**src/rtl/spi_slave_ctrl.sv**
```systemverilog
// spi_slave_ctrl: SPI slave front-end for the single-port SPI RAM.
//   Deserialises one {cmd[1:0], payload} frame per ss_n low period into rx_data
//   with a one-cycle rx_valid strobe. It tracks read-address/read-data ordering
//   and serialises the RAM read data back out on miso, MSB first.
// Ports:
//   clk, rst_n  system clock (one SPI bit per rising edge), async active-low reset
//   ss_n        slave select, active low, frames a transfer
//   mosi        serial data in, MSB first
//   miso        serial data out, MSB first
//   rx_data     assembled frame {cmd, payload}, ADDR_SIZE+2 bits
//   rx_valid    one-cycle strobe when rx_data is complete
//   tx_data     RAM read data, ADDR_SIZE bits
//   tx_valid    RAM read data valid
//   abort_err   (SPI_ABORT_FLAG_EN only) one-cycle pulse on an early ss_n rise
// Optional feature macro: SPI_ABORT_FLAG_EN
module spi_slave_ctrl #(
  parameter int unsigned ADDR_SIZE = 8
) (
  input  logic                 clk,
  input  logic                 rst_n,
  input  logic                 ss_n,
  input  logic                 mosi,
  output logic                 miso,
  output logic [ADDR_SIZE+1:0] rx_data,
  output logic                 rx_valid,
  input  logic [ADDR_SIZE-1:0] tx_data,
  input  logic                 tx_valid
`ifdef SPI_ABORT_FLAG_EN
  ,
  output logic                 abort_err
`endif
);

  localparam int unsigned FW    = ADDR_SIZE + 2;
  localparam int unsigned CNT_W = $clog2(FW + 1);
  localparam int unsigned TXC_W = $clog2(ADDR_SIZE + 1);

  typedef enum logic [2:0] {
    S_IDLE      = 3'd0,
    S_CHK_CMD   = 3'd1,
    S_WRITE     = 3'd2,
    S_READ_ADD  = 3'd3,
    S_READ_DATA = 3'd4
  } state_t;

  state_t               r_state;
  state_t               w_state_nxt;
  logic [CNT_W-1:0]     r_bit_cnt;     // frame bits sampled so far
  logic [TXC_W-1:0]     r_tx_cnt;      // read bits placed on miso; 0 = waiting for tx_valid
  logic [ADDR_SIZE-1:0] r_tx_sr;
  logic [FW-1:0]        r_rx_data;
  logic                 r_rx_valid;
  logic                 r_miso;
  logic                 r_rd_addr_seen;
  logic                 w_in_frame;
  logic                 w_shifting_in;
  logic                 w_last_bit;

  assign w_in_frame    = (r_state == S_WRITE) || (r_state == S_READ_ADD) ||
                         (r_state == S_READ_DATA);
  assign w_shifting_in = w_in_frame && (r_bit_cnt < CNT_W'(FW));
  assign w_last_bit    = w_shifting_in && (r_bit_cnt == CNT_W'(FW - 1));

  // State register
  always_ff @(posedge clk or negedge rst_n) begin
    if (!rst_n) r_state <= S_IDLE;
    else        r_state <= w_state_nxt;
  end

  // Next-state: command MSB plus read-order flag selects the frame type
  always_comb begin
    w_state_nxt = r_state;
    if (ss_n) begin
      w_state_nxt = S_IDLE;
    end else begin
      case (r_state)
        S_IDLE:    w_state_nxt = S_CHK_CMD;
        S_CHK_CMD: begin
          if (!mosi)               w_state_nxt = S_WRITE;
          else if (r_rd_addr_seen) w_state_nxt = S_READ_DATA;
          else                     w_state_nxt = S_READ_ADD;
        end
        default:   w_state_nxt = r_state;
      endcase
    end
  end

  // Shift-in, read-order flag and shift-out datapath
  always_ff @(posedge clk or negedge rst_n) begin
    if (!rst_n) begin
      r_bit_cnt      <= '0;
      r_tx_cnt       <= '0;
      r_tx_sr        <= '0;
      r_rx_data      <= '0;
      r_rx_valid     <= 1'b0;
      r_miso         <= 1'b0;
      r_rd_addr_seen <= 1'b0;
    end else begin
      r_rx_valid <= 1'b0;
      if (ss_n) begin
        r_bit_cnt <= '0;
        r_tx_cnt  <= '0;
        r_miso    <= 1'b0;
      end else begin
        case (r_state)
          S_IDLE: r_bit_cnt <= '0;
          S_CHK_CMD: begin
            r_rx_data <= {(FW - 1)'(0), mosi};
            r_bit_cnt <= CNT_W'(1);
          end
          S_WRITE, S_READ_ADD, S_READ_DATA: begin
            if (w_shifting_in) begin
              r_rx_data <= {r_rx_data[FW-2:0], mosi};
              r_bit_cnt <= r_bit_cnt + CNT_W'(1);
              if (w_last_bit) begin
                r_rx_valid <= 1'b1;
                if (r_state == S_READ_ADD)  r_rd_addr_seen <= 1'b1;
                if (r_state == S_READ_DATA) r_rd_addr_seen <= 1'b0;
              end
            end else if (r_state == S_READ_DATA) begin
              // Latch once; a held tx_valid cannot restart the shift
              if (r_tx_cnt == '0) begin
                if (tx_valid) begin
                  r_tx_sr  <= {tx_data[ADDR_SIZE-2:0], 1'b0};
                  r_miso   <= tx_data[ADDR_SIZE-1];
                  r_tx_cnt <= TXC_W'(1);
                end
              end else if (r_tx_cnt < TXC_W'(ADDR_SIZE)) begin
                r_miso   <= r_tx_sr[ADDR_SIZE-1];
                r_tx_sr  <= {r_tx_sr[ADDR_SIZE-2:0], 1'b0};
                r_tx_cnt <= r_tx_cnt + TXC_W'(1);
              end else begin
                r_miso <= 1'b0;
              end
            end
          end
          default: r_bit_cnt <= '0;
        endcase
      end
    end
  end

`ifdef SPI_ABORT_FLAG_EN
  logic r_abort_err;
  logic w_abort;

  // Early ss_n rise: frame incomplete, or read data not fully shifted out
  assign w_abort = ss_n && ((r_state == S_CHK_CMD) || w_shifting_in ||
                   ((r_state == S_READ_DATA) && (r_tx_cnt < TXC_W'(ADDR_SIZE))));

  always_ff @(posedge clk or negedge rst_n) begin
    if (!rst_n) r_abort_err <= 1'b0;
    else        r_abort_err <= w_abort;
  end

  assign abort_err = r_abort_err;
`endif

  assign miso     = r_miso;
  assign rx_data  = r_rx_data;
  assign rx_valid = r_rx_valid;

endmodule
```
**config.mk**
```make
export PLATFORM = sky130hd
export DESIGN_NAME = spi_slave_ctrl
export DESIGN_NICKNAME = d
export VERILOG_FILES = /design/src/rtl/spi_slave_ctrl.sv
export SDC_FILE = /design/constraint.sdc
export NUM_CORES = 1
export LEC_CHECK = 0
export CORE_UTILIZATION = 47
export CTS_CLUSTER_DIAMETER = 100
export CTS_CLUSTER_SIZE = 10
export DETAILED_ROUTE_END_ITERATION = 10
export PLACE_DENSITY = 0.74
export SLEW_MARGIN = 20
export SYNTH_ARGS = -nofsm -noshare
export SYNTH_HDL_FRONTEND = slang
export SYNTH_SLANG_ARGS = --single-unit
export TNS_END_PERCENT = 100
```
**constraint.sdc**
```tcl
create_clock -name clk -period 1.8 [get_ports clk]
set_input_delay 0.36 -clock clk [delete_from_list [all_inputs] [get_ports clk]]
set_output_delay 0.36 -clock clk [all_outputs]
set_load 0.01 [all_outputs]
```
==> results.cfg, run 1 <==
[routing]
drt-vias-per-instance = 5.35
drt_first_pass_iters = 4
ant_nets = 0
post_drt_wl_per_cell_um = 13.6
count_of_routing_violations_after_the_opening_detailed_route_iteration = 30
dr_total_vias = 1246
post-route-drc-count = 0
drt_wl_total_mm = 3.17

[worst_setup_path]
critical_path.max_fanout = 7
timing.critical_path.arrival_ps = 1970
path_buf_inv = 1
critical_path.reg2reg.endpoint = r_tx_sr[2]
r2r_start = r_state[1]
slowest_delay_ps = 590
slowest_cell_on_the_critical_path = sky130_fd_sc_hd__or4b_4
worst-r2r-cell-count = 4
timing.setup.critical_path_class = flip-flop to flip-flop
critical_path.top_delay_family = simple AND/OR/NAND/NOR gates
worst-r2r-setup-slack_ps = 50
path_cells = or4b_4 -> nor4_4 -> buf_6 -> mux2_2
required_time_of_the_critical_path_ps = 2020
worstSetupStartpointType = flip-flop
crit_end_element = flip-flop

[finish]
final_cell_count_no_fill = 233
layout.cells.most_common = sky130_fd_sc_hd__dfrtp_1
n_antenna_cell = 0
area.sequential_um2 = 776
fillers = 268
mostFrequentLayoutCells = 31 x sky130_fd_sc_hd__dfrtp_1, 24 x sky130_fd_sc_hd__clkdlybuf4s50_1, 19 x sky130_fd_sc_hd__inv_1
multi_input_area_um2 = 771
final_design_area_no_fill_mm2 = 0.00214
drive_gt1_share_pct = 27.0
finalNetCount = 205
area_delta_synth_final_pct = 35.0

[yosys]
synth-edff-count = 0
synth-seq-area-share_pct = 48.9
postSynthNetCount = 162
syn_avg_cell_area_um2 = 10.9
synth.ff_latch_count = 31
mappedNetlistArea_mm2 = 0.00159
synthArstFlopShare_pct = 100
synth.yosys.warnings = 0
synthCells = 145
synth_flop_cell = sky130_fd_sc_hd__dfrtp_1
number_of_distinct_library_cells_after_synthesis = 35

[sta]
timing.max_slew.rel_slack_pct = 65.3
final.setup_skew_ps = 5.47
timing_worst_slew_pin_value_ps = 516
hold_viol_final = 0
timing.final.crit_period_ps = 1750
fin_crit_sh_pct = 97.3
timing.hold.ws_ps = 416
achievable-frequency_mhz = 571
worst_setup_slack_final_ps = 49.0
timing_max_transition_violations_final = 0
finalSetupViolations = 0

[pwr]
total_switching_power_uw = 376
p_clk_share_pct = 36.2
power.internal_uw = 1190
p_per_area_mw_per_mm2 = 732
power.sequential.fraction_pct = 48.5
switching_share_pct = 24.0
ir_drop_mv = 0.576
combinationalPowerShare_pct = 15.3
standby_leakage_power_uw = 0.000989

[floorplanning]
core_area_mm2 = 0.00313
die_area_mm2 = 0.00361
die_width_um = 60.1
floorplan.die.height_um = 60.1
rows = 20
initial_utilization_pct = 50.7
top_level_ports = 25

[clocking]
clkSlewWorstSetupHoldPaths_ps = 100
cts.htree.levels = 2
cts_tree = done
clkSinkCount = 31
cts-buffers-inserted = 5
clock_tree.root_cell = sky130_fd_sc_hd__clkbuf_4
post_cts_hold_buffer_count = 0
worst_skew_pair.late_latency_ps = 330
post-cts-setup-buffer-count = 0
cts_max_path_buffers = 2

[global_routing]
grt_first_pass_wirelength_mm = 5.55
global_route.overflow_total = 0
first_global_vias = 1308
grt_util_all_layers_pct = 20.9
grt_start_max_net_pins = 32
antenna_found_initial = 0

[job]
drv_cap = 0

[status]
outcome = completed

[place]
port_buffers = 24
gp_congestion = 0.731
dp_worst_setup_slack_ps = -184
dp.final_hpwl_mm = 2.26
placed_cells_incl_taps = 225
area_after_dpl_mm2 = 0.00200

[hold_path]
timing.hold.worst.class = input port to asynchronous set/reset pin
## power by group through the flow
stage          Sequential [uW]  Combinational, uW  Clock, uW
2_1_floorplan              785               82.8          0
3_3_place_gp               770                227          0
3_5_place_dp               773                236          0
4_1_cts                    760                238        581
5_1_grt                    764                265        614
6_report                   760                239        567
## how the worst max path moves through the flow
| stage | start | to | slack, ps | cells past startpoint |
|---|---|---|---|---|
| floorplan | r_state[1] | r_tx_sr[1] | 1 | 3 |
| global placement | ss_n | rx_data[0] | -160 | 3 |
| detailed placement | ss_n | rx_data[0] | -180 | 3 |
| CTS | r_tx_cnt[0] | miso | 10 | 6 |
| global route | r_tx_cnt[0] | miso | -20 | 6 |
| finish | r_state[1] | r_tx_sr[2] | 50 | 4 |
## sequential cells by signal, summed over array words and instances, names as in the netlist
register        cells
rx_valid            1
r_tx_sr             7
r_bit_cnt           4
rx_data            10
r_tx_cnt            4
miso                1
r_state             3
r_rd_addr_seen      1
## layout make-up
type / count / share of cell area [%]
tap: 44 / 2.57
multi-input combinational: 91 / 36.0
inverter: 19 / 3.33
timing repair buffer: 40 / 17.8
clock inverter: 2 / 1.64
clock buffer: 6 / 2.40
sequential: 31 / 36.3
## synthesized netlist by cell type, drive strengths merged (3+ instances only)
master / count / share of area (%)
inv: 19 / 4.5
mux2i: 11 / 6.9
nand2: 13 / 3.1
nor2: 8 / 1.9
a21oi: 4 / 1.3
ha: 4 / 3.2
dfrtp: 31 / 49
nor2b: 3 / 1.2
mux2: 15 / 11
o21ai: 5 / 1.6
## logic make-up (layout without fill, tap and decap cells)
logic type	count (synthesis)	in the layout	synth area share (%)
buffers and inverters	23	67	5.60
XOR/XNOR	1	1	0.553
adder cells (fa/ha/maj)	4	4	3.16
AND/OR/NAND/NOR	40	40	15.5
multiplexers	26	26	17.6
flip-flops	31	31	48.9
AO/OA/AOI/OAI	20	20	8.68
## through the flow
step                      total power (uW)  TNS (ps)  util (%)
after floorplan                        868         0         -
after global placement                 997     -2000      64.0
after detailed placement              1010     -2380      64.0
after CTS                             1580         0      66.9
after global routing                  1640     -66.5      68.4
final                                 1570         0      68.4
## what timing repair did
action / in CTS / in global routing
pin swaps: 0 / 1
resized for setup: 1 / 9
endpoints found under the setup margin: 1 / 11
## per-layer routing
metal  share of wire (%)  vias to the layer above  global-route usage, %
met5                   0                        -                      0
met4                 1.9                        0                   6.98
met3                 4.1                        7                   7.14
met2                  52                       25                   34.8
met1                  42                      620                   25.1
li1                    -                      594                      -
Note: power is estimated with default switching activity, not from simulation.
==> run 2, diff against run 1 <==
Settings changed: CORE_MARGIN set to 10.
==> run 2 against run 1 <==
Net effect: hold slack gained 8.6 ps; total power shrank 13%; sequential share of layout area up 0.45 points; non-clock buffer count grew 1; combinational power is 2% lower; flip-flop and latch count is the same; via count unchanged; clock power fell by 36%; final area shrank 1.2%; worst setup slack worse by 0.99 ps.
==> results.cfg, run 2 (synthesis results as in run 1) <==
[sta]
worst_setup_slack_final_ps = 48.0
hold_viol_final = 0
total_negative_setup_slack_ps = 0
rsz0062_at_grt = true
achievable-frequency_mhz = 571
timing.final.crit_period_ps = 1750
final.setup_skew_ps = 7.79
finalSetupViolations = 0
timing.hold.ws_ps = 424
fin_crit_sh_pct = 97.3
timing_max_transition_violations_final = 0
timing.max_slew.rel_slack_pct = 64.7
timing_worst_slew_pin_value_ps = 524

[routing]
drt_first_pass_iters = 5
dr_total_vias = 1246
route.met2.wl_mm = 1.76
drt_wl_total_mm = 3.48
highest_metal_layer_with_signal_wires = met4
met1_length_mm = 1.41
post-route-drc-count = 0
ant_nets = 0
drt-vias-per-instance = 5.32
count_of_routing_violations_after_the_opening_detailed_route_iteration = 53
post_drt_wl_per_cell_um = 14.9
routed-wl-met3_um = 259

[clocking]
clkSlewWorstSetupHoldPaths_ps = 90
clock_tree.root_cell = sky130_fd_sc_hd__clkbuf_4
cts_tree = done
cts-buffers-inserted = 5
worst_skew_pair.late_latency_ps = 330
post_cts_hold_buffer_count = 0
cts_max_path_buffers = 2
clkSinkCount = 31
cts.htree.levels = 2

[place]
placed_cells_incl_taps = 226
dp.final_hpwl_mm = 2.56
port_buffers = 24
dp_worst_setup_slack_ps = -199
gp_congestion = 0.863
area_after_dpl_mm2 = 0.00200

[finish]
final_cell_count_no_fill = 234
mostFrequentLayoutCells = 31 x sky130_fd_sc_hd__dfrtp_1, 24 x sky130_fd_sc_hd__clkdlybuf4s50_1, 19 x sky130_fd_sc_hd__inv_1
fillers = 276
finalNetCount = 206
layout.cells.most_common = sky130_fd_sc_hd__dfrtp_1
area_delta_synth_final_pct = 33.3
final_design_area_no_fill_mm2 = 0.00211
flip_flop_count_of_the_largest_register_all_copies_and_words_added = 10
drive_gt1_share_pct = 25.0
n_antenna_cell = 0

[worst_setup_path]
worst-r2r-setup-slack_ps = 50
crit_end_element = flip-flop
timing.setup.critical_path_class = flip-flop to flip-flop
worstSetupStartpointType = flip-flop
required_time_of_the_critical_path_ps = 2020
timing.critical_path.arrival_ps = 1970
critical_path.max_fanout = 7

[pwr]
power.internal_uw = 997
combinationalPowerShare_pct = 17.3
standby_leakage_power_uw = 0.000975
power.sequential.fraction_pct = 55.9
p_clk_share_pct = 26.8
switching_share_pct = 26.6
ir_drop_mv = 0.467
p_per_area_mw_per_mm2 = 643
total_switching_power_uw = 361

[floorplanning]
floorplan.die.height_um = 78.1
top_level_ports = 25
die_width_um = 78.1
rows = 21
initial_utilization_pct = 48.3
core_area_mm2 = 0.00328
die_area_mm2 = 0.00610

[global_routing]
antenna_found_initial = 0
first_global_vias = 1308
grt_util_all_layers_pct = 12.4
grt_first_pass_wirelength_mm = 6.17
grt_start_max_net_pins = 32
global_route.overflow_total = 0

[job]
drv_cap = 0

[status]
outcome = completed

[hold_path]
timing.hold.worst.class = input port to asynchronous set/reset pin
-- run 2: cell count changes in the layout (fill, tap and decap cells not counted) --
| cell | previous run | this run |
|---|---|---|
| sky130_fd_sc_hd__nor3_2 | 1 | 0 |
| sky130_fd_sc_hd__clkinv_2 | 1 | 0 |
| sky130_fd_sc_hd__bufinv_16 | 1 | 0 |
| sky130_fd_sc_hd__nor3_1 | 1 | 2 |
| sky130_fd_sc_hd__o32ai_1 | 0 | 1 |
| sky130_fd_sc_hd__buf_6 | 2 | 1 |
| sky130_fd_sc_hd__clkbuf_1 | 0 | 1 |
| sky130_fd_sc_hd__o32ai_2 | 1 | 0 |
| sky130_fd_sc_hd__mux2_2 | 15 | 11 |
| sky130_fd_sc_hd__mux2_4 | 0 | 4 |
| sky130_fd_sc_hd__clkbuf_8 | 1 | 0 |
| sky130_fd_sc_hd__buf_4 | 13 | 15 |
| sky130_fd_sc_hd__ha_2 | 1 | 0 |
| sky130_fd_sc_hd__ha_4 | 0 | 1 |
-- run 2: power by group through the flow --
stage               sequential (uW)  clock [uW]  combinational, uW
finish                          759         363                235
global route                    766         410                263
CTS                             760         375                240
detailed placement              773           0                236
global placement                770           0                229
floorplan                       785           0               82.8
-- run 2: critical path, cell delays in order (launching register included) --
cell	delay, ps
sky130_fd_sc_hd__dfrtp_1	390
sky130_fd_sc_hd__or4b_4	570
sky130_fd_sc_hd__nor4_4	170
sky130_fd_sc_hd__buf_6	180
sky130_fd_sc_hd__mux2_2	330
-- run 2: metal layers --
metal | track usage (%) | vias to the layer above
met5 | 0 | -
li1 | - | 593
met1 | 13.9 | 615
met3 | 6.26 | 6
met2 | 20.2 | 32
met4 | 3.58 | 0
-- run 2: final timing paths --
kind / from / to / cells past startpoint
max: r_state[1] / r_tx_sr[3] / 4
min: rst_n / rx_data[3] / 2
max reg2reg: r_state[1] / r_tx_sr[3] / 4
min reg2reg: r_tx_sr[5] / r_tx_sr[5] / 1
max in group asynchronous: rst_n / r_bit_cnt[0] / 2
min in group clk: r_tx_sr[5] / r_tx_sr[5] / 1
-- run 2: repair_timing --
| item | CTS | global route |
|---|---|---|
| resized for setup | 1 | 11 |
| endpoints found under the setup margin | 7 | 10 |
| setup buffers | 0 | 2 |
| pin swaps | 0 | 1 |
-- run 2: cell type report --
class	instances	area, um2	share of cell area (%)
clock buffers	6	41.3	1.95
inverters	19	71.3	3.37
multi-input cells	91	783	37.1
flip-flops and latches	31	776	36.7
well taps	46	57.6	2.72
repair buffers	41	384	18.2
-- run 2: through the flow --
stage / util, % / power (uW)
2_1_floorplan: - / 868
3_3_place_gp: 60.8 / 999
3_5_place_dp: 60.8 / 1010
4_1_cts: 62.3 / 1380
5_1_grt: 64.3 / 1440
6_report: 64.3 / 1360
==> run 3, diff against run 2 <==
Settings changed: CORE_MARGIN 10 to 5.
==> run 3 against run 2 <==
Net effect: non-clock buffer count is 1 lower; via count is 1.7% lower; sequential share of layout area is 0.087 points lower; first-iteration DRC count is 26% lower; clock skew is 3.2 ps lower; worst setup slack hardly changed; hold slack worse by 9.1 ps; utilization is 0.36 points lower; final area is 0.24% higher; flip-flop and latch count stayed put; die area is 24% lower; clock power is 23% higher; critical path type unchanged; largest power group unchanged.
==> results.cfg, run 3 (synthesis results as in run 1) <==
[status]
outcome = completed

[finish]
layout.cells.most_common = sky130_fd_sc_hd__dfrtp_1
n_antenna_cell = 0
drive_gt1_share_pct = 25.9
area_delta_synth_final_pct = 33.6
finalNetCount = 205
mostFrequentLayoutCells = 31 x sky130_fd_sc_hd__dfrtp_1, 24 x sky130_fd_sc_hd__clkdlybuf4s50_1, 19 x sky130_fd_sc_hd__inv_1
final_cell_count_no_fill = 235
fillers = 303
flip_flop_count_of_the_largest_register_all_copies_and_words_added = 10

[floorplanning]
floorplan.die.height_um = 68.1
core_area_mm2 = 0.00331
initial_utilization_pct = 47.9
die_area_mm2 = 0.00463
die_width_um = 68.1
top_level_ports = 25
rows = 21

[sta]
worst_setup_slack_final_ps = 48.0
timing_max_transition_violations_final = 0
timing.final.crit_period_ps = 1750
fin_crit_sh_pct = 97.3
finalSetupViolations = 0
rsz0062_at_grt = true
timing.max_slew.rel_slack_pct = 74.7
achievable-frequency_mhz = 571
hold_viol_final = 0
final.setup_skew_ps = 4.58
timing_worst_slew_pin_value_ps = 375

[clocking]
clkSinkCount = 31
post-cts-setup-buffer-count = 0
clkSlewWorstSetupHoldPaths_ps = 90
cts-buffers-inserted = 5
cts_max_path_buffers = 2
cts.htree.levels = 2
clock_tree.root_cell = sky130_fd_sc_hd__clkbuf_4
cts_tree = done
post_cts_hold_buffer_count = 0
worst_skew_pair.late_latency_ps = 320
cts_resized = 1

[routing]
drt_wl_total_mm = 3.28
drt_first_pass_iters = 4
post_drt_wl_per_cell_um = 14.0
count_of_routing_violations_after_the_opening_detailed_route_iteration = 39
ant_nets = 0
drt-vias-per-instance = 5.21
dr_total_vias = 1225
post-route-drc-count = 0

[worst_setup_path]
crit_end_element = flip-flop
path_cells = or4b_4 -> nor4_4 -> buf_6 -> mux2_2
required_time_of_the_critical_path_ps = 2010
timing.setup.critical_path_class = flip-flop to flip-flop
worstSetupStartpointType = flip-flop
slowest_delay_ps = 580
r2r_start = r_state[1]
timing.critical_path.from = r_state[1]
critical_path.max_fanout = 7
slowest_cell_on_the_critical_path = sky130_fd_sc_hd__or4b_4
timing.critical_path.arrival_ps = 1960

[job]
drv_cap = 0

[global_routing]
antenna_found_initial = 0
grt_start_max_net_pins = 32
first_global_vias = 1295
global_route.overflow_total = 0
grt_util_all_layers_pct = 16.4
grt_first_pass_wirelength_mm = 5.60

[pwr]
ir_drop_mv = 0.550
power.sequential.fraction_pct = 52.5
power.internal_uw = 1090
combinationalPowerShare_pct = 16.5
p_clk_share_pct = 30.9
switching_share_pct = 24.6
p_per_area_mw_per_mm2 = 683
standby_leakage_power_uw = 0.000974
total_switching_power_uw = 356

[place]
port_buffers = 24
placed_cells_incl_taps = 227
dp.final_hpwl_mm = 2.53
gp_congestion = 0.845
dp_worst_setup_slack_ps = -160

[hold_path]
timing.hold.worst.class = input port to asynchronous set/reset pin
run 3: through the flow:
stage                     cell area [um2]  setup TNS [ps]  power (uW)  hold slack, ps  utilization [%]
after CTS                            2080               0        1470             420             62.8
after floorplan                      1590               0         868            64.4                -
after global routing                 2120           -18.2        1530             445             64.0
final                                2120               0        1450             415             64.0
after detailed placement             2000           -2490        1010             495             60.5
after global placement               2000           -1920        1000             485             60.5
run 3: worst max-delay path, delay by kind of cell (launching register included):
family,cells,cell delay (ps)
multiplexers,1,330
AND/OR/NAND/NOR,2,760
buffers and inverters,1,170
flip-flops,1,380
run 3: final timing paths:
path,endpoint,slack [ps],cells after the start
setup / recovery,r_tx_sr[4],50,4
hold reg to reg,r_tx_sr[1],510,1
setup reg to reg,r_tx_sr[4],50,4
min in group clk,r_tx_sr[1],510,1
hold / removal,rx_data[6],420,2
max in group asynchronous,r_tx_sr[1],1100,2
run 3: routing by layer:
| layer | wire length, um | global-route usage (%) | part of all wire (%) | vias up |
|---|---|---|---|---|
| met5 | 0 | 0 | 0 | - |
| met4 | 65 | 5.96 | 2.0 | 0 |
| met3 | 130 | 5.09 | 4.0 | 7 |
| met2 | 1720 | 29.6 | 53 | 28 |
| met1 | 1360 | 17.8 | 41 | 595 |
| li1 | - | - | - | 595 |
run 3: final cells by class:
cell class                      instances  area, um2  share of cell area [%]
Multi-Input combinational cell         91        768                    36.3
Inverter                               19       71.3                    3.37
Sequential cell                        31        776                    36.6
Timing Repair Buffer                   40        377                    17.8
Tap cell                               46       57.6                    2.72
Clock buffer                            8       68.8                    3.25
run 3: power groups by stage:
| stage | clock network [uW] | registers (uW) | logic, uW |
|---|---|---|---|
| 6_report | 448 | 761 | 239 |
| 5_1_grt | 494 | 768 | 263 |
| 4_1_cts | 463 | 761 | 241 |
| 3_5_place_dp | 0 | 774 | 240 |
| 3_3_place_gp | 0 | 771 | 230 |
| 2_1_floorplan | 0 | 785 | 82.8 |
